**src/rtl/breakout_game_logic.sv**
```systemverilog
// Breakout game-state engine: one multi-cycle physics update per FRAME_DONE,
// outputs committed together in the final cycle so the renderer never sees a half-updated frame.
module breakout_game_logic #(
   parameter int PLAY_LEFT    = 16,
   parameter int PLAY_RIGHT   = 784,
   parameter int PLAY_TOP     = 40,
   parameter int BLOCK_X0     = 16,
   parameter int BLOCK_Y0     = 64,
   parameter int PADDLE_Y     = 560,
   parameter int PADDLE_LEN   = 64,
   parameter int FLOOR_Y      = 592,
   parameter int PADDLE_SPEED = 4,
   parameter int BALL_SPEED   = 4
) (
   input  logic        CLK,
   input  logic        RESET,
   input  logic        FRAME_DONE,
   input  logic        BTN_LEFT,
   input  logic        BTN_RIGHT,
   input  logic        BTN_FIRE,
   output logic [9:0]  PADDLE_X_PIXEL,
   output logic [9:0]  BALL_X_PIXEL,
   output logic [9:0]  BALL_Y_PIXEL,
   output logic [71:0] BLOCK_STATE,
   output logic [1:0]  GAME_MODE
);
   localparam logic [10:0] L_LEFT   = 11'(PLAY_LEFT);
   localparam logic [10:0] L_RIGHT  = 11'(PLAY_RIGHT);
   localparam logic [10:0] L_TOP    = 11'(PLAY_TOP);
   localparam logic [10:0] L_BX0    = 11'(BLOCK_X0);
   localparam logic [10:0] L_BY0    = 11'(BLOCK_Y0);
   localparam logic [10:0] L_PY     = 11'(PADDLE_Y);
   localparam logic [10:0] L_PLEN   = 11'(PADDLE_LEN);
   localparam logic [10:0] L_FLOOR  = 11'(FLOOR_Y);
   localparam logic [10:0] L_PSPD   = 11'(PADDLE_SPEED);
   localparam logic [10:0] L_BSPD   = 11'(BALL_SPEED);
   localparam logic [10:0] PX_MAX   = L_RIGHT - L_PLEN;
   localparam logic [10:0] PX_RST   = ((L_LEFT + L_RIGHT) >> 1) - (L_PLEN >> 1);
   localparam logic [10:0] PARK_DX  = (L_PLEN >> 1) - 11'd4;
   localparam logic [10:0] PARK_Y   = L_PY - 11'd8;

   localparam logic [1:0] M_SERVE = 2'd0;
   localparam logic [1:0] M_PLAY  = 2'd1;
   localparam logic [1:0] M_LOST  = 2'd2;
   localparam logic [1:0] M_WON   = 2'd3;

   typedef enum logic [2:0] {
      S_WAIT, S_PADDLE, S_BALL, S_WALLS, S_CORNER, S_PADDLE_HIT, S_COMMIT
   } state_t;

   state_t      state, state_next;
   logic [1:0]  corner;
   logic [10:0] px, bx, by;
   logic        dx_neg, dy_up;
   logic [71:0] blocks;
   logic [1:0]  mode;
   logic        fire_prev, fire_edge, active, hit;

   logic [10:0] px_dec, px_inc, cx, cy, col_off, row_off, ball_r, ball_b, y_after;
   logic [4:0]  col;
   logic [6:0]  row, blk_idx;
   logic        in_grid, blk_hit, dy_new_up, paddle_hit;

   assign px_dec = px - L_PSPD;
   assign px_inc = px + L_PSPD;

   // Corner k: bit 0 selects the right edge, bit 1 the bottom edge of the sprite.
   assign cx      = corner[0] ? bx + 11'd7 : bx;
   assign cy      = corner[1] ? by + 11'd7 : by;
   assign col_off = cx - L_BX0;
   assign row_off = cy - L_BY0;
   assign col     = 5'(col_off >> 6);
   assign row     = 7'(row_off >> 4);
   assign in_grid = (col < 5'd12) && (row < 7'd6);
   assign blk_idx = 7'(row[2:0]) * 7'd12 + 7'(col[3:0]);
   assign blk_hit = in_grid && blocks[blk_idx];

   assign dy_new_up  = dy_up ^ hit;
   assign ball_r     = bx + 11'd8;
   assign ball_b     = by + 11'd8;
   assign paddle_hit = !dy_new_up && (ball_b >= L_PY) && (ball_b < L_PY + L_BSPD)
                       && (ball_r > px) && (bx < px + L_PLEN);
   assign y_after    = paddle_hit ? PARK_Y : by;

   always_ff @(posedge CLK or posedge RESET) begin
      if (RESET) state <= S_WAIT;
      else       state <= state_next;
   end

   always_comb begin
      state_next = state;
      case (state)
         S_WAIT:       if (FRAME_DONE) state_next = S_PADDLE;
         S_PADDLE:     state_next = S_BALL;
         S_BALL:       state_next = S_WALLS;
         S_WALLS:      state_next = S_CORNER;
         S_CORNER:     if (corner == 2'd3) state_next = S_PADDLE_HIT;
         S_PADDLE_HIT: state_next = S_COMMIT;
         S_COMMIT:     state_next = S_WAIT;
         default:      state_next = S_WAIT;
      endcase
   end

   always_ff @(posedge CLK or posedge RESET) begin
      if (RESET) begin
         corner <= 2'd0;   px <= PX_RST;   bx <= PX_RST + PARK_DX;   by <= PARK_Y;
         dx_neg <= 1'b0;   dy_up <= 1'b1;  blocks <= '1;             mode <= M_SERVE;
         fire_prev <= 1'b0; fire_edge <= 1'b0; active <= 1'b0;       hit <= 1'b0;
         PADDLE_X_PIXEL <= PX_RST[9:0];
         BALL_X_PIXEL   <= 10'(PX_RST + PARK_DX);
         BALL_Y_PIXEL   <= PARK_Y[9:0];
         BLOCK_STATE    <= '1;
         GAME_MODE      <= M_SERVE;
      end else begin
         case (state)
            S_PADDLE: begin
               fire_prev <= BTN_FIRE;
               fire_edge <= BTN_FIRE & ~fire_prev;
               // Bit 10 of px_dec catches a wrap below zero.
               if (BTN_LEFT && !BTN_RIGHT)
                  px <= (px_dec[10] || px_dec < L_LEFT) ? L_LEFT : px_dec;
               else if (BTN_RIGHT && !BTN_LEFT)
                  px <= (px_inc > PX_MAX) ? PX_MAX : px_inc;
            end
            S_BALL: begin
               active <= (mode == M_PLAY);
               hit    <= 1'b0;
               corner <= 2'd0;
               case (mode)
                  M_SERVE: begin
                     bx <= px + PARK_DX;
                     by <= PARK_Y;
                     if (fire_edge) begin
                        mode <= M_PLAY;  dx_neg <= 1'b0;  dy_up <= 1'b1;
                     end
                  end
                  M_PLAY: begin
                     bx <= dx_neg ? bx - L_BSPD : bx + L_BSPD;
                     by <= dy_up  ? by - L_BSPD : by + L_BSPD;
                  end
                  default: if (fire_edge) begin
                     mode <= M_SERVE;  blocks <= '1;
                     bx <= px + PARK_DX;  by <= PARK_Y;
                  end
               endcase
            end
            S_WALLS: if (active) begin
               if (bx < L_LEFT) begin
                  bx <= L_LEFT;  dx_neg <= 1'b0;
               end else if (ball_r > L_RIGHT) begin
                  bx <= L_RIGHT - 11'd8;  dx_neg <= 1'b1;
               end
               if (by < L_TOP) begin
                  by <= L_TOP;  dy_up <= 1'b0;
               end
            end
            S_CORNER: begin
               corner <= corner + 2'd1;
               if (active && blk_hit) begin
                  blocks[blk_idx] <= 1'b0;
                  hit <= 1'b1;
               end
            end
            S_PADDLE_HIT: if (active) begin
               dy_up <= dy_new_up;
               if (paddle_hit) begin
                  by <= PARK_Y;  dy_up <= 1'b1;
                  dx_neg <= (bx + 11'd4 < px + (L_PLEN >> 1));
               end
               if (y_after >= L_FLOOR)  mode <= M_LOST;
               else if (blocks == '0)   mode <= M_WON;
            end
            S_COMMIT: begin
               PADDLE_X_PIXEL <= px[9:0];
               BALL_X_PIXEL   <= bx[9:0];
               BALL_Y_PIXEL   <= by[9:0];
               BLOCK_STATE    <= blocks;
               GAME_MODE      <= mode;
            end
            default: ;
         endcase
      end
   end
endmodule

```
**config.mk**
```make
export PLATFORM = sky130hd
export DESIGN_NAME = breakout_game_logic
export DESIGN_NICKNAME = d
export VERILOG_FILES = /design/src/rtl/breakout_game_logic.sv
export SDC_FILE = /design/constraint.sdc
export NUM_CORES = 1
export LEC_CHECK = 0
export ABC_AREA = 1
export ABC_CLOCK_PERIOD_IN_PS = 8400
export BUFFER_PORTS_ARGS = -buffer_cell sky130_fd_sc_hd__buf_4
export CAP_MARGIN = 0
export CORE_MARGIN = 5
export CORE_UTILIZATION = 61
export CTS_CLUSTER_SIZE = 24
export DETAILED_ROUTE_END_ITERATION = 16
export HOLD_SLACK_MARGIN = 0.08
export PLACE_DENSITY_LB_ADDON = 0.05
export SLEW_MARGIN = 20
export SYNTH_ARGS = -nofsm -noshare
export SYNTH_HDL_FRONTEND = slang
export SYNTH_SLANG_ARGS = --single-unit
```
**constraint.sdc**
```tcl
create_clock -name CLK -period 8.4 [get_ports CLK]
set_clock_uncertainty 0.1 [all_clocks]
set_input_delay 1.26 -clock CLK [delete_from_list [all_inputs] [get_ports CLK]]
set_output_delay 1.26 -clock CLK [all_outputs]
set_load 0.03 [all_outputs]
```
Yosys cells after proc, flatten, opt, wreduce, memory -nomap -nowiden
Cells that the tools add are included.
{"block": "totals", "reg_bits": 222, "latchBits": 0, "mem_bits_rw": 0, "romBits": 0, "input_bits": 6, "out_inout_bits": 104, "word_cells": 167, "mem_count": 0}
{"block": "classes", "addsub": 17, "multipliers": 1, "div": 0, "n_lt_le_gt_ge": 15, "eq_ne": 22, "n_shift": 0, "muxes": 57, "n_bitwise": 5, "reduce_logical": 32}
{"operator": "72-bit 2-to-1 mux", "count": 3}
{"operator": "11-bit 2-to-1 mux", "count": 17}
{"operator": "72-bit one-hot mux with 2 select lines", "count": 1}
{"operator": "72-bit bitwise AND", "count": 1}
{"operator": "72-bit logical NOT", "count": 1}
{"operator": "72-bit inverter", "count": 1}
{"operator": "11-bit one-hot mux with 2 select lines", "count": 3}
{"operator": "11-bit by 3-bit adder with 11-bit output, second input constant", "count": 5}
{"operator": "11-bit one-hot mux with 3 select lines", "count": 1}
{"operator": "11-bit by 3-bit subtractor with 11-bit output, second input constant", "count": 3}
{"operator": "11-bit by 4-bit adder with 11-bit output, second input constant", "count": 2}
{"operator": "11-bit by 10-bit >= comparator with 1-bit output, second input constant", "count": 2}
{"operator": "11-bit by 10-bit greater-than comparator with 1-bit output, second input constant", "count": 2}
{"operator": "11-bit < comparator", "count": 2}
{"operator": "11-bit by 5-bit < comparator with 1-bit output, second input constant", "count": 2}
{"operator": "2-bit != test, second input constant", "count": 10}
{"operator": "3-bit one-hot mux with 6 select lines", "count": 1}
{"operator": "1-bit 2-to-1 mux", "count": 16}
{"operator": "2-bit one-hot mux with 2 select lines", "count": 3}
{"operator": "11-bit by 5-bit adder with 11-bit output, second input constant", "count": 1}
{"operator": "11-bit by 6-bit adder with 11-bit output, second input constant", "count": 1}
{"operator": "11-bit by 7-bit adder with 11-bit output, second input constant", "count": 1}
{"operator": "11-bit greater-than comparator", "count": 1}
{"operator": "11-bit by 10-bit < comparator with 1-bit output, second input constant", "count": 1}
{"operator": "other kinds (40)", "count": 68}

Depth between registers and ports, before layout
Gate-level depths: netlist (run 1).
{"block": "logic_depth", "depth_word": 13, "ltp_mapped": 28, "mapped_depth_nobuf": 27}

Worst setup path before layout (run 1)
OpenSTA, ideal clock, no wires.
{"block": "synth_timing", "path_type": "register to register", "from": "reg bx[2]", "to": "reg blocks[10]", "setup_ps": 87, "arrival_ps": 3364, "required_ps": 8213, "slack_ps": 4849, "stages_incl_launch_ff": 24, "path_buffers": 1, "synth_period_minus_slack_ps": 3551, "cell_sequence": "dfstp_2 -> ha_1 -> inv_1 -> nand2_1 -> nand3_2 -> nor2_1 -> xor2_1 -> nor2_1 -> inv_1 -> nand2_1 -> ha_1 -> fa_1 -> xnor2_1 -> nor2_1 -> nand2_1 -> nor2_1 -> nand3b_1 -> nand2_1 -> nand2_2 -> nor2_8 -> buf_6 -> nand4_1 -> nand2_1 -> nand2_1"}
{"block": "synth_between", "elab_chain_len": 12, "word_cells_on_any_way": 21, "cone_classes": "add/sub: 3; order compare: 3; eq/ne: 1; mux: 7; bitwise: 2; reduce/logical: 5"}
{"item": "start: declaration", "line_no": "53", "rtl": "logic [10:0] px, bx, by;"}
{"item": "start signal: assignment", "line_no": "131", "rtl": "bx <= px + PARK_DX;"}
{"item": "start signal: assignment", "line_no": "138", "rtl": "bx <= dx_neg ? bx - L_BSPD : bx + L_BSPD;"}
{"item": "11-bit by 3-bit adder with 11-bit output", "line_no": "68", "rtl": "assign cx = corner[0] ? bx + 11'd7 : bx;"}
{"item": "11-bit 2-to-1 mux *", "line_no": "68"}
{"item": "11-bit by 5-bit subtractor with 11-bit output *", "line_no": "70", "rtl": "assign col_off = cx - L_BX0;"}
{"item": "7-bit by 4-bit adder with 7-bit output", "line_no": "75", "rtl": "assign blk_idx = 7'(row[2:0]) * 7'd12 + 7'(col[3:0]);"}
{"item": "7-bit by 8-bit < comparator with 1-bit output (not written as such) / 7-bit by 1-bit >= comparator with 1-bit output (equally long branches)", "line_no": "160", "rtl": "blocks[blk_idx] <= 1'b0;"}
{"item": "1-bit logical AND (not written as such)", "line_no": "160"}
{"item": "1-bit 2-to-1 mux (not written as such)", "line_no": "160"}
{"item": "1-bit demux with 7-bit select", "line_no": "160"}
{"item": "72-bit inverter (no line)"}
{"item": "72-bit bitwise AND (no line)"}
{"item": "72-bit 2-to-1 mux", "line_no": "159", "rtl": "if (active && blk_hit) begin"}
{"item": "72-bit one-hot mux with 2 select lines", "line_no": "115", "rtl": "case (state)"}
{"item": "end signal: assignment", "line_no": "107", "rtl": "dx_neg <= 1'b0; dy_up <= 1'b1; blocks <= '1; mode <= M_SERVE;"}
{"item": "end signal: assignment", "line_no": "142", "rtl": "mode <= M_SERVE; blocks <= '1;"}
{"item": "end signal: indexed assignment", "line_no": "160"}
{"item": "end: declaration", "line_no": "55", "rtl": "logic [71:0] blocks;"}
Mark *: on every way between the ends. The rest lies on a longest branch, timed or not. The select of a mux whose other input is x is not followed.
A chain may end at the register's enable or synchronous reset.

Final worst setup path (run 1)
{"block": "layout_timing", "from": "reg bx[2]", "to": "reg blocks[47]"}
Same word-level chain as after synthesis.

==> results of run 1 <==
==> power breakdown <==
part | internal (mW) | leakage [nW] | switching, mW
Combinational | 1.05 | 4.73 | 2.53
Clock | 0.571 | 0.367 | 0.434
Sequential | 1.53 | 2.39 | 0.288
==> state kept, by name, indices dropped and copies added, names as in the netlist, 2 cells and up <==
signal,count
state,3
corner,2
BALL_X_PIXEL,9
bx,10
GAME_MODE,2
BLOCK_STATE,72
by,11
mode,2
PADDLE_X_PIXEL,8
px,9
BALL_Y_PIXEL,10
blocks,72
==> metal layers <==
metal  track usage (%)  vias up  part of all wire, %
li1                  -     5785                    -
met1              44.2     5534                   45
met2              43.0      513                   44
met3              5.25       84                  8.7
met4              7.69        0                  2.5
met5                 0        -                    0
==> critical path, cell delays in order, from the launching register on <==
cell                      delay (ps)
sky130_fd_sc_hd__dfstp_2         640
sky130_fd_sc_hd__inv_2           140
sky130_fd_sc_hd__ha_1            210
sky130_fd_sc_hd__nand2_1          60
sky130_fd_sc_hd__nand2_1         140
sky130_fd_sc_hd__nand3_1         110
sky130_fd_sc_hd__nand2_1         100
sky130_fd_sc_hd__nor2_4          130
sky130_fd_sc_hd__nand3_2         120
sky130_fd_sc_hd__nor2_1          200
sky130_fd_sc_hd__inv_1            60
sky130_fd_sc_hd__nand2_1          60
sky130_fd_sc_hd__ha_1            290
sky130_fd_sc_hd__inv_1           170
sky130_fd_sc_hd__nor2_2          190
sky130_fd_sc_hd__nand2_1         110
sky130_fd_sc_hd__nand2_1          50
sky130_fd_sc_hd__nor2_1          200
sky130_fd_sc_hd__nor2_1           80
sky130_fd_sc_hd__nor2_1          110
sky130_fd_sc_hd__nand2_1          70
sky130_fd_sc_hd__nand2_2         370
sky130_fd_sc_hd__buf_4           530
sky130_fd_sc_hd__nand4_1         160
sky130_fd_sc_hd__nand2_1         110
sky130_fd_sc_hd__nand2_1          50
==> area by class of cell <==
cell class | instances | area, sq um | area share (%)
multi-input cells | 1272 | 6480 | 44.1
repair buffers | 115 | 863 | 5.87
clock buffers | 36 | 696 | 4.73
well taps | 275 | 344 | 2.34
clock inverters | 7 | 48.8 | 0.332
flip-flops and latches | 216 | 5610 | 38.2
inverters | 172 | 656 | 4.46
==> cells in the final DEF, fill, tap and decap left out, types with 6 or more instances in the layout <==
master	synthesis	final
sky130_fd_sc_hd__inv_1	161	159
sky130_fd_sc_hd__nor4_1	24	24
sky130_fd_sc_hd__o22ai_1	9	9
sky130_fd_sc_hd__o211ai_1	7	7
sky130_fd_sc_hd__xor2_1	37	37
sky130_fd_sc_hd__xnor2_1	7	7
sky130_fd_sc_hd__clkbuf_16	0	24
sky130_fd_sc_hd__inv_2	9	9
sky130_fd_sc_hd__nand2_2	11	12
sky130_fd_sc_hd__nor3_1	14	14
sky130_fd_sc_hd__nor2_1	159	157
sky130_fd_sc_hd__a21oi_1	33	33
sky130_fd_sc_hd__dfstp_2	167	167
sky130_fd_sc_hd__dfrtp_1	49	49
sky130_fd_sc_hd__buf_4	10	115
sky130_fd_sc_hd__o21ai_0	159	159
sky130_fd_sc_hd__nand4_1	87	87
sky130_fd_sc_hd__nand3_1	37	37
sky130_fd_sc_hd__clkbuf_1	38	7
sky130_fd_sc_hd__nand2_1	566	565
sky130_fd_sc_hd__ha_1	59	59
sky130_fd_sc_hd__a31oi_1	6	6
==> worst paths after layout <==
kind | slack (ps) | end | cells after the start
setup reg to reg | 3730 | blocks[47] | 25
max in group asynchronous | 6180 | by[7] | 3
setup / recovery | 3730 | blocks[47] | 25
min in group asynchronous | 740 | bx[0] | 2
hold reg to reg | 360 | BLOCK_STATE[51] | 2
hold / removal | 360 | BLOCK_STATE[51] | 2
==> cell families (layout without fill, tap and decap cells) <==
group | count (synthesis) | count (layout)
buffers and inverters | 247 | 330
AO/OA/AOI/OAI | 243 | 243
adder cells (fa/ha/maj) | 62 | 62
flip-flops | 216 | 216
AND/OR/NAND/NOR | 920 | 920
XOR/XNOR | 44 | 44
multiplexers | 1 | 1
other | 1 | 2
==> metrics by stage <==
stage / power, mW / setup slack [ps] / util (%)
final: 6.40 / 3730 / 69.7
after global routing: 6.87 / 3240 / 69.7
after CTS: 6.38 / 3490 / 69.7
after detailed placement: 5.34 / 3500 / 66.2
after global placement: 5.27 / 3580 / 66.2
after floorplan: 4.30 / 1410 / -
==> Implementation_results.wiki, run 1 <==
{| class="wikitable"
! Metric !! Value
|-
| Final hold vios || 0
|-
| Count of nets after finishing || 1,869
|-
| XOR/XNOR Fraction of Synth Area || 2.93%
|-
| Worst IR Drop VDD || 0.318 mV
|-
| Top cells by count, synth || 566 x sky130_fd_sc_hd__nand2_1, 167 x sky130_fd_sc_hd__dfstp_2, 161 x sky130_fd_sc_hd__inv_1
|-
| Setup violators final || 0
|-
| # Max-Cap Violations || 0
|-
| PD cells || 435 nW/um^2
|-
| Overall routed net length || 35,600 um
|-
| Post-synthesis compound-gate area fraction || 10.2%
|-
| Instance count of the mapped netlist || 1,734
|-
| Clock-pin slew of the registers on the worst-case setup and hold paths || 60 ps
|-
| Largest buffer count on any clock path || 3
|-
| Dpl cell area || 14,000 sq um
|-
| Number of design rule violations left after detail routing || 0
|-
| Reg2Reg Launch Point || bx[2]
|-
| Post-placement cell count || 2,050
|-
| Sort of element at the end of the critical path || register
|-
| TritonRoute pass-1 iters || 8
|-
| Number of antenna cells inserted || 0
|-
| Period utilisation layout || 55.6%
|-
| Total grt overflow || 0
|-
| Sum Neg Setup Slack || 0 ps
|-
| Post-synthesis average cell area || 7.57 sq um
|-
| Clk Tree Root Cell || sky130_fd_sc_hd__clkbuf_16
|-
| Type of the most critical hold path || reg -> reg
|-
| Total of flip-flops plus latches after synthesis || 216
|-
| Static Leak || 7.48 nW
|-
| Post-route worst hold slack || 361 ps
|-
| Filler instances || 1,744
|-
| Post-cts hold buffer count || 0
|-
| Clock net sink count || 216
|-
| CTS tree || yes
|-
| Source-to-sink clock delay at the later pin of the worst-skew pair || 540 ps
|-
| Final std cell area, no fill || 14,700 sq um
|-
| Crit path required time || 8740 ps
|-
| Fraction of registers with async set or reset after synthesis || 100%
|-
| Share of synthesized cell area in full adder, half adder and majority cells || 6.08%
|-
| Outcome || completed
|-
| Type of element launching the critical path || register
|-
| Cts bufs inserted || 24
|-
| HPWL after DPL || 24,200 um
|-
| Count of flip-flops with a built-in enable after synthesis || 0
|-
| Count leader, synth || sky130_fd_sc_hd__nand2_1
|-
| Fin cells || 2,093
|-
| Total number of H-tree levels || 1
|-
| Multiplexer area fraction after synthesis || 0.0762%
|-
| Leading cell types by total area after synthesis || sky130_fd_sc_hd__dfstp_2 33%, sky130_fd_sc_hd__nand2_1 16%, sky130_fd_sc_hd__dfrtp_1 9.3%, sky130_fd_sc_hd__o21ai_0 6.1%, sky130_fd_sc_hd__ha_1 5.6%
|-
| Unrepaired setup endpoints after global routing || no
|-
| Relative slew slack || 34.7%
|-
| Post-detailed-route via-to-cell ratio || 5.69
|-
| Library cell occupying the most area in the post-synthesis netlist || sky130_fd_sc_hd__dfstp_2
|-
| Worst hold path startpoint || BLOCK_STATE[51]
|-
| Via count of the first global-routing pass || 11,200
|-
| Predominant post-synthesis flop cell || sky130_fd_sc_hd__dfstp_2
|-
| Number of antenna violations at the first check in global routing || 0
|-
| First-pass GRT wire length || 58,500 um
|-
| Top achievable clock speed || 214 MHz
|-
| Syn. warnings || 0
|-
| Number of antenna-violating nets in the routed design || 0
|-
| Die width || 157 um
|-
| Area of the core || 21,100 sq um
|-
| Final min period || 4670 ps
|-
| Mean routed wirelength per cell || 17.0 um
|-
| Combinational family with the most area after synthesis || simple AND/OR/NAND/NOR gates
|-
| Post-cts gate resize count || 0
|-
| Fraction of layout cells with a size suffix above 1 || 19.6%
|-
| Number of ports placed on the die boundary || 110
|-
| Count of different cell masters after synthesis || 55
|-
| Growth of design area from synthesis to finish || 11.9%
|-
| Worst slew pin tran || 977 ps
|-
| Synthesized cell area || 13,100 sq um
|-
| Area share of the largest cell type after synthesis || 33.4%
|-
| Gp weighted congestion || 0.953
|-
| Classification of the worst setup path || reg -> reg
|-
| Count of input and output buffers || 107
|-
| Slew Limit Fails || 0
|-
| Vias after detailed routing || 11,900
|-
| Starting DRT DRC Count || 1,314
|-
| Largest fanout on the critical path || 45
|-
| GRT Total Usage || 29.1%
|-
| Arrival time at the worst endpoint || 5010 ps
|-
| Share of synthesized cell area in and, or, nand and nor gates || 30.0%
|-
| Site row count || 53
|-
| Height of the die || 157 um
|-
| Effective utilization at floorplan || 62.3%
|-
| Sequential-to-total area share from yosys stat || 42.7%
|-
| Count of buffers added by post-CTS timing repair for setup || 0
|-
| Crit path from || bx[2]
|-
| Maximum number of pins on one net before global-route repair || 117
|-
| Die Area || 24,600 sq um
|}
No activity file was read; power rests on OpenSTA's default activity.
==> run 2: changes to the inputs <==
ABC_AREA = 0   (was 1)
ABC_CLOCK_PERIOD_IN_PS = 3900   (was 8400)
CORE_UTILIZATION = 55   (was 61)
clock period = 3.9 ns   (was 8.4 ns; I/O delays follow)
==> Implementation_results.wiki, run 2 <==
{| class="wikitable"
! Metric !! Value
|-
| Count of different cell masters after synthesis || 88 (+60%)
|-
| Library cell occupying the most area in the post-synthesis netlist || sky130_fd_sc_hd__dfstp_2
|-
| Multi-input logic area || 7410 sq um (+14%)
|-
| Number of antenna cells inserted || 0 (unchanged)
|-
| R2r worst-path depth || 19 (-24%)
|-
| Post-cts hold buffer count || 0 (unchanged)
|-
| Count leader, synth || sky130_fd_sc_hd__dfstp_2
|-
| Effective utilization at floorplan || 56.3% (-5.9 points)
|-
| Largest buffer count on any clock path || 3 (unchanged)
|-
| Vias after detailed routing || 11,100 (-7.1%)
|-
| Largest registers ranked by flip-flop count || BLOCK_STATE: 72 flops, blocks: 72 flops, by: 11 flops
|-
| Cell at the slowest stage of the critical path || sky130_fd_sc_hd__dfstp_2
|-
| Sequential cell area in the final layout || 5610 sq um (unchanged)
|-
| Maximum number of pins on one net before global-route repair || 117 (unchanged)
|-
| # Max-Cap Violations || 0 (unchanged)
|-
| Worst IR Drop VDD || 0.823 mV (+160%)
|-
| TritonRoute pass-1 iters || 6 (-2)
|-
| Number of antenna-violating nets in the routed design || 0 (unchanged)
|-
| Setup violators final || 73 (+73)
|-
| Classification of the worst setup path || reg -> reg
|-
| Area of the core || 22,800 sq um (+8.0%)
|-
| Fraction of layout cells with a size suffix above 1 || 43.7% (+24 points)
|-
| Post-Route Utilization || 72.7% (+3.0 points)
|-
| Post-placement cell count || 1,764 (-14%)
|-
| Arrival time at the worst endpoint || 4760 ps (-250 ps)
|-
| Overall routed net length || 38,500 um (+8.1%)
|-
| Area share of the largest cell type after synthesis || 34.2% (+0.79 points)
|-
| Top cells by count, synth || 167 x sky130_fd_sc_hd__dfstp_2, 164 x sky130_fd_sc_hd__nor2_1, 97 x sky130_fd_sc_hd__nand2_1
|-
| Mean routed wirelength per cell || 21.0 um (+23%)
|-
| CP top delay family || compound AO/OA/AOI/OAI gates
|-
| Clock-pin slew of the registers on the worst-case setup and hold paths || 60 ps (about the same)
|-
| Worst stage delay on the critical path || 570 ps (-70 ps)
|-
| Reg2Reg Launch Point || bx[2]
|-
| Final hold vios || 0 (unchanged)
|-
| Commonest cells after routing, fill and taps aside || 230 x sky130_fd_sc_hd__buf_4, 167 x sky130_fd_sc_hd__dfstp_2, 163 x sky130_fd_sc_hd__nor2_1
|-
| Growth of design area from synthesis to finish || 29.0%
|-
| Die width || 163 um (+3.8%)
|-
| Count of input and output buffers || 107 (unchanged)
|-
| Count of nets after finishing || 1,574 (-16%)
|-
| Total grt overflow || 0 (unchanged)
|-
| Total number of H-tree levels || 1 (unchanged)
|-
| Relative slew slack || 12.0% (-23 points)
|-
| Commonest non-fill, non-tap cell in the layout || sky130_fd_sc_hd__buf_4
|-
| Least setup slack across all paths after layout || -539 ps (-4270 ps)
|-
| Height of the die || 163 um (+3.8%)
|-
| Number of antenna violations at the first check in global routing || 0 (unchanged)
|-
| Stages on the worst setup path || 19 (-24%)
|-
| Fraction of registers with async set or reset after synthesis || 100% (unchanged)
|-
| Violations in the final reports || negative setup slack
|-
| Sort of element at the end of the critical path || register
|-
| Source-to-sink clock delay at the later pin of the worst-skew pair || 530 ps (about the same)
|-
| Largest fanout on the critical path || 7 (-84%)
|-
| HPWL after DPL || 27,200 um (+12%)
|-
| Cts bufs inserted || 23 (-4.2%)
|-
| Leading cell types by total area after synthesis || sky130_fd_sc_hd__dfstp_2 34%, sky130_fd_sc_hd__dfrtp_1 9.6%, sky130_fd_sc_hd__mux2_2 7.9%, sky130_fd_sc_hd__ha_1 5.8%, sky130_fd_sc_hd__nor2_1 4.8%
|-
| PD cells || 1070 nW/um^2 (+150%)
|-
| Gp weighted congestion || 0.950 (-0.31%)
|-
| Post-synthesis average cell area || 9.88 sq um (+30%)
|-
| Crit path from || bx[2]
|-
| Type of the most critical hold path || in -> async
|-
| Clock net sink count || 216 (unchanged)
|-
| Number of design rule violations left after detail routing || 0 (unchanged)
|-
| Top achievable clock speed || 225 MHz (+5.3%)
|-
| Synthesized cell area || 12,800 sq um (-2.3%)
|-
| Instance count of the mapped netlist || 1,299 (-25%)
|-
| Slew Limit Fails || 0 (unchanged)
|-
| Clk Tree Root Cell || sky130_fd_sc_hd__clkbuf_16
|-
| Site row count || 55 (+3.8%)
|-
| Worst path bufs/invs || 4 (unchanged)
|-
| Number of ports placed on the die boundary || 110 (unchanged)
|-
| Post-detailed-route via-to-cell ratio || 6.04 (+6.0%)
|-
| Type of element launching the critical path || register
|-
| Count of flip-flops with a built-in enable after synthesis || 0 (unchanged)
|-
| Predominant post-synthesis flop cell || sky130_fd_sc_hd__dfstp_2
|-
| Filler instances || 1,680 (-3.7%)
|-
| Unrepaired setup endpoints after global routing || yes
|-
| Via count of the first global-routing pass || 10,800 (-4.1%)
|-
| Fin cells || 1,834 (-12%)
|-
| Outcome || finished with violations
|-
| Sequential-to-total area share from yosys stat || 43.8% (+1.0 points)
|-
| CTS tree || yes
|-
| Static Leak || 6.99 nW (-6.5%)
|-
| Syn. warnings || 0 (unchanged)
|-
| Worst slew pin tran || 1320 ps (+338 ps)
|-
| Die Area || 26,500 sq um (+7.8%)
|-
| Final min period || 4440 ps (-234 ps)
|-
| Starting DRT DRC Count || 913 (-31%)
|-
| Total of flip-flops plus latches after synthesis || 216 (unchanged)
|-
| Crit path required time || 4220 ps (-4520 ps)
|-
| Period utilisation layout || 114% (+58 points)
|-
| GRT Total Usage || 28.0% (-1.1 points)
|-
| List of cells traversed by the critical path || inv_4 > ha_4 > a21o_1 > a22o_1 > nor4_4 > nand2_2 > xor2_2 > ha_4 > mux2_2 > o22ai_1 > a32o_2 > a2111oi_4 > a311oi_2 > a311o_2 > buf_6 > nor4_4 > buf_6 > clkbuf_16 > a31oi_1
|-
| First-pass GRT wire length || 59,900 um (+2.4%)
|}
[run 2: cell types whose count changed after synthesis, sizes merged, moves of 18 or more]
cell and delta:
xnor2 +41, o21ai -92, a31oi +37, mux2 +90
nand2 -478, nand4 -74, a21oi +44, nand3 -18
inv -131
[run 2: cells by family after synthesis]
group	synth area share [%]
mux	9.83
simple gates	15.6
fa+ha+maj	6.22
compound gates	15.5
buf+inv	4.06
other cells	0.0292
flops	43.8
xor+xnor	5.05
[run 2: where the power goes]
group          switching [mW]  leakage (nW)  internal, mW
logic                    6.14          4.23          4.64
registers                1.11          2.37          3.57
clock network           0.921         0.394          1.38
total                    8.18          6.99          9.59
[run 2: area by class of cell]
type                    count  share of cell area, %
multi-input cells         969                   44.8
flip-flops and latches    216                   33.9
repair buffers            255                   13.2
clock buffers              30                   3.94
well taps                 313                   2.37
inverters                  41                  0.998
clock inverters            10                  0.862
[run 2: path summary, 6_finish.rpt]
| path | slack (ps) | endpoint |
|---|---|---|
| worst max-delay path | -540 | blocks[10] |
| worst min register to register | 380 | PADDLE_X_PIXEL[4] |
| max in group asynchronous | 3060 | by[10] |
| worst min-delay path | 160 | BALL_X_PIXEL[6] |
| worst max register to register | -540 | blocks[10] |
| min in group CLK | 210 | fire_edge |
[run 2: layer usage]
layer / wire, um / global-route usage, % / up-vias
li1: - / - / 5090
met1: 17400 / 42.1 / 5445
met2: 17100 / 43.1 / 448
met3: 3010 / 3.70 / 87
met4: 1040 / 6.82 / 0
met5: 0 / 0 / -
[run 2: what timing repair did]
action,4_1_cts,5_1_grt
gates cloned,2,4
setup buffers,13,12
setup endpoints to repair,85,74
pin swaps,17,21
resized for setup,22,75
[run 2: stage by stage]
stage | TNS [ps] | hold WS (ps) | power (mW) | instance area, sq um | worst slack (ps)
floorplan | -47300 | 362 | 10.6 | 13000 | -728
global placement | -30520 | 364 | 13.9 | 14800 | -510
detailed placement | -36480 | 374 | 14.0 | 14800 | -611
CTS | -25310 | 172 | 16.7 | 15800 | -401
global route | -44060 | 211 | 18.8 | 16600 | -701
finish | -32380 | 161 | 17.8 | 16600 | -539
[run 2: worst reg2reg max path: stages, from the launching register on]
cell	delay, ps
sky130_fd_sc_hd__dfstp_2	570
sky130_fd_sc_hd__inv_4	40
sky130_fd_sc_hd__ha_4	150
sky130_fd_sc_hd__a21o_1	170
sky130_fd_sc_hd__a22o_1	260
sky130_fd_sc_hd__nor4_4	280
sky130_fd_sc_hd__nand2_2	130
sky130_fd_sc_hd__xor2_2	180
sky130_fd_sc_hd__ha_4	310
sky130_fd_sc_hd__mux2_2	230
sky130_fd_sc_hd__o22ai_1	80
sky130_fd_sc_hd__a32o_2	250
sky130_fd_sc_hd__a2111oi_4	330
sky130_fd_sc_hd__a311oi_2	100
sky130_fd_sc_hd__a311o_2	380
sky130_fd_sc_hd__buf_6	140
sky130_fd_sc_hd__nor4_4	170
sky130_fd_sc_hd__buf_6	180
sky130_fd_sc_hd__clkbuf_16	180
sky130_fd_sc_hd__a31oi_1	90
==> run 3: changes to the inputs <==
CELL_PAD_IN_SITES_DETAIL_PLACEMENT = 1   (was not set)
CELL_PAD_IN_SITES_GLOBAL_PLACEMENT = 2   (was not set)
CORE_UTILIZATION = 35   (was 55)
==> Implementation_results.wiki, run 3 (same netlist as run 2, synthesis figures left out) <==
{| class="wikitable"
! Metric !! Value
|-
| Static Leak || 7.01 nW (+0.16%)
|-
| Final hold vios || 0 (unchanged)
|-
| Fraction of layout cells with a size suffix above 1 || 43.3% (-0.33 points)
|-
| Period utilisation layout || 115% (+0.77 points)
|-
| CTS tree || yes
|-
| CP endpoint || blocks[70]
|-
| Worst IR Drop VDD || 0.541 mV (-34%)
|-
| Mean routed wirelength per cell || 22.3 um (+6.1%)
|-
| Largest buffer count on any clock path || 3 (unchanged)
|-
| Top achievable clock speed || 224 MHz (-0.67%)
|-
| # Max-Cap Violations || 0 (unchanged)
|-
| Filler instances || 4,024 (+140%)
|-
| Internal power summed over all cells || 9.63 mW (+0.42%)
|-
| Height of the die || 201 um (+24%)
|-
| Least setup slack across all paths after layout || -569 ps (-29.9 ps)
|-
| Post-detailed-route via-to-cell ratio || 5.43 (-10%)
|-
| Via count of the first global-routing pass || 11,500 (+6.8%)
|-
| Violations in the final reports || negative setup slack
|-
| Worst slew pin tran || 1020 ps (-295 ps)
|-
| Largest fanout on the critical path || 6 (-1)
|-
| Clock share of power || 12.8% (about the same)
|-
| Clock-pin slew of the registers on the worst-case setup and hold paths || 60 ps (about the same)
|-
| Combinational fraction of design power || 61.1% (+0.4 points)
|-
| Unrepaired setup endpoints after global routing || yes
|-
| Final std cell area, no fill || 16,700 sq um (+0.67%)
|-
| Post-Route Utilization || 45.7% (-27 points)
|-
| Met3 Track Usage GR || 3.17% (-0.52 points)
|-
| Area of the core || 36,400 sq um (+60%)
|-
| Worst stage delay on the critical path || 580 ps (about the same)
|-
| Count of nets after finishing || 1,586 (+0.76%)
|-
| Site row count || 70 (+27%)
|-
| Flop2flop setup slack || -570 ps (-30 ps)
|-
| Source-to-sink clock delay at the later pin of the worst-skew pair || 530 ps (about the same)
|-
| Type of the most critical hold path || in -> async
|-
| Clk Tree Root Cell || sky130_fd_sc_hd__clkbuf_16
|-
| Setup violators final || 73 (unchanged)
|-
| Multi-input logic area || 7240 sq um (-2.2%)
|-
| Dpl cell area || 15,100 sq um (+2.0%)
|-
| Slew Limit Fails || 0 (unchanged)
|-
| Grt met2 use || 33.3% (-9.7 points)
|-
| Growth of design area from synthesis to finish || 29.8%
|-
| Count of input and output buffers || 107 (unchanged)
|-
| Total number of H-tree levels || 1 (unchanged)
|-
| Die Area || 40,600 sq um (+53%)
|-
| Post-placement cell count || 1,931 (+9.5%)
|-
| Vias after detailed routing || 10,900 (-1.7%)
|-
| Cell at the slowest stage of the critical path || sky130_fd_sc_hd__dfstp_2
|-
| Fin cells || 2,004 (+9.3%)
|-
| Relative slew slack || 31.8% (+20 points)
|-
| Number of antenna violations at the first check in global routing || 1 (+1)
|-
| Gp weighted congestion || 0.885 (-6.9%)
|-
| Total grt overflow || 0 (unchanged)
|-
| Sequential cell area in the final layout || 5610 sq um (unchanged)
|-
| Endpoint of the lowest-slack register-to-register path || blocks[70]
|-
| Number of design rule violations left after detail routing || 0 (unchanged)
|-
| Final min period || 4470 ps (+29.9 ps)
|-
| TritonRoute pass-1 iters || 5 (-1)
|-
| Peak-usage layer in the global routing report || met2
|-
| Effective utilization at floorplan || 35.2% (-21 points)
|-
| Switching power summed over all nets || 8.45 mW (+3.3%)
|-
| Clock net sink count || 216 (unchanged)
|-
| Die width || 201 um (+24%)
|-
| Commonest non-fill, non-tap cell in the layout || sky130_fd_sc_hd__buf_4
|-
| First-pass GRT wire length || 70,000 um (+17%)
|-
| Starting DRT DRC Count || 494 (-46%)
|-
| Pre-CTS setup slack || -680 ps (-68.6 ps)
|-
| GRT Total Usage || 21.6% (-6.4 points)
|-
| Largest registers ranked by flip-flop count || BLOCK_STATE: 72 flops, blocks: 72 flops, by: 11 flops
|-
| Type of element launching the critical path || register
|-
| HPWL after DPL || 32,500 um (+20%)
|-
| Met1 routing resource usage after global routing || 32.4% (-9.7 points)
|-
| Overall routed net length || 44,600 um (+16%)
|-
| Portion of total power attributed to sequential cells || 26.1% (-0.3 points)
|-
| Switching Fraction || 46.7% (+0.70 points)
|-
| Sort of element at the end of the critical path || register
|-
| Crit path required time || 4210 ps (about the same)
|-
| Crit path from || bx[2]
|-
| Number of antenna-violating nets in the routed design || 0 (unchanged)
|-
| Arrival time at the worst endpoint || 4780 ps (+20 ps)
|-
| Maximum number of pins on one net before global-route repair || 121 (+3.4%)
|-
| List of cells traversed by the critical path || inv_4 > ha_4 > a21o_1 > a22o_1 > nor4_4 > nand2_2 > xor2_2 > ha_4 > fa_2 > buf_6 > xnor2_4 > o21ai_2 > nor3_2 > o31ai_1 > a311o_2 > nor4_4 > buf_4 > buf_12 > a31oi_4
|-
| Outcome || finished with violations
|-
| Commonest cells after routing, fill and taps aside || 241 x sky130_fd_sc_hd__buf_4, 167 x sky130_fd_sc_hd__dfstp_2, 163 x sky130_fd_sc_hd__nor2_1
|-
| R2r worst-path depth || 19 (unchanged)
|-
| Cts bufs inserted || 25 (+8.7%)
|-
| Reg2Reg Launch Point || bx[2]
|-
| Number of ports placed on the die boundary || 110 (unchanged)
|-
| PD cells || 1090 nW/um^2 (+1.1%)
|-
| Classification of the worst setup path || reg -> reg
|}
[run 3: worst min path at each step]
stage | start | end | slack [ps] | cells after the start
final | RESET | GAME_MODE[0] | 80 | 2
after global routing | RESET | GAME_MODE[0] | 100 | 2
after CTS | RESET | GAME_MODE[0] | 80 | 2
after detailed placement | BALL_Y_PIXEL[4] | BALL_Y_PIXEL[4] | 380 | 2
after global placement | BALL_Y_PIXEL[2] | BALL_Y_PIXEL[2] | 370 | 2
after floorplan | blocks[67] | blocks[67] | 360 | 2
[run 3: area by class of cell]
type                            count  share of cell area, %
Timing Repair Buffer              265                   13.5
Multi-Input combinational cell    969                   43.5
Tap cell                          468                   3.51
Inverter                           41                  0.991
Clock buffer                       34                   4.14
Antenna cell                        1                 0.0150
Clock inverter                     10                  0.638
Sequential cell                   216                   33.7
[run 3: critical path: cells and delay by family, from the launching register on]
kind,cells,cell delay [ps]
and+or+nand+nor,4,880
DFF,1,580
xor gates and xnor gates,2,370
adders and majority gates,3,710
buffers and inverters,4,560
AOI/OAI and AO/OA,6,1170
[run 3: metal layers]
metal	vias to the layer above	routed length (um)
li1	5100	-
met3	45	1880
met5	-	0
met1	5527	22100
met4	0	842
met2	214	19800
[run 3: what timing repair did]
action                     4_1_cts  5_1_grt
cloned                           6        0
hold buffers                     0        0
gates resized for setup         44       36
setup endpoints to repair       76       79
pin swaps                       20       13
buffers inserted                13        9
[run 3: power groups by stage]
stage          clock network, mW  logic, mW  registers [mW]
6_report                    2.32       11.0            4.72
5_1_grt                     2.49       11.9            4.87
4_1_cts                     2.40       10.5            4.73
3_5_place_dp                   0       10.0            4.75
3_3_place_gp                   0       9.90            4.73
2_1_floorplan                  0       5.83            4.75
[run 3: metrics by stage]
step / hold slack (ps) / power (mW) / TNS [ps]
after detailed placement: 376 / 14.7 / -40850
final: 77.3 / 18.1 / -38410
after CTS: 81.3 / 17.7 / -27320
after floorplan: 362 / 10.6 / -47300
after global placement: 367 / 14.6 / -33650
after global routing: 95.2 / 19.3 / -49790
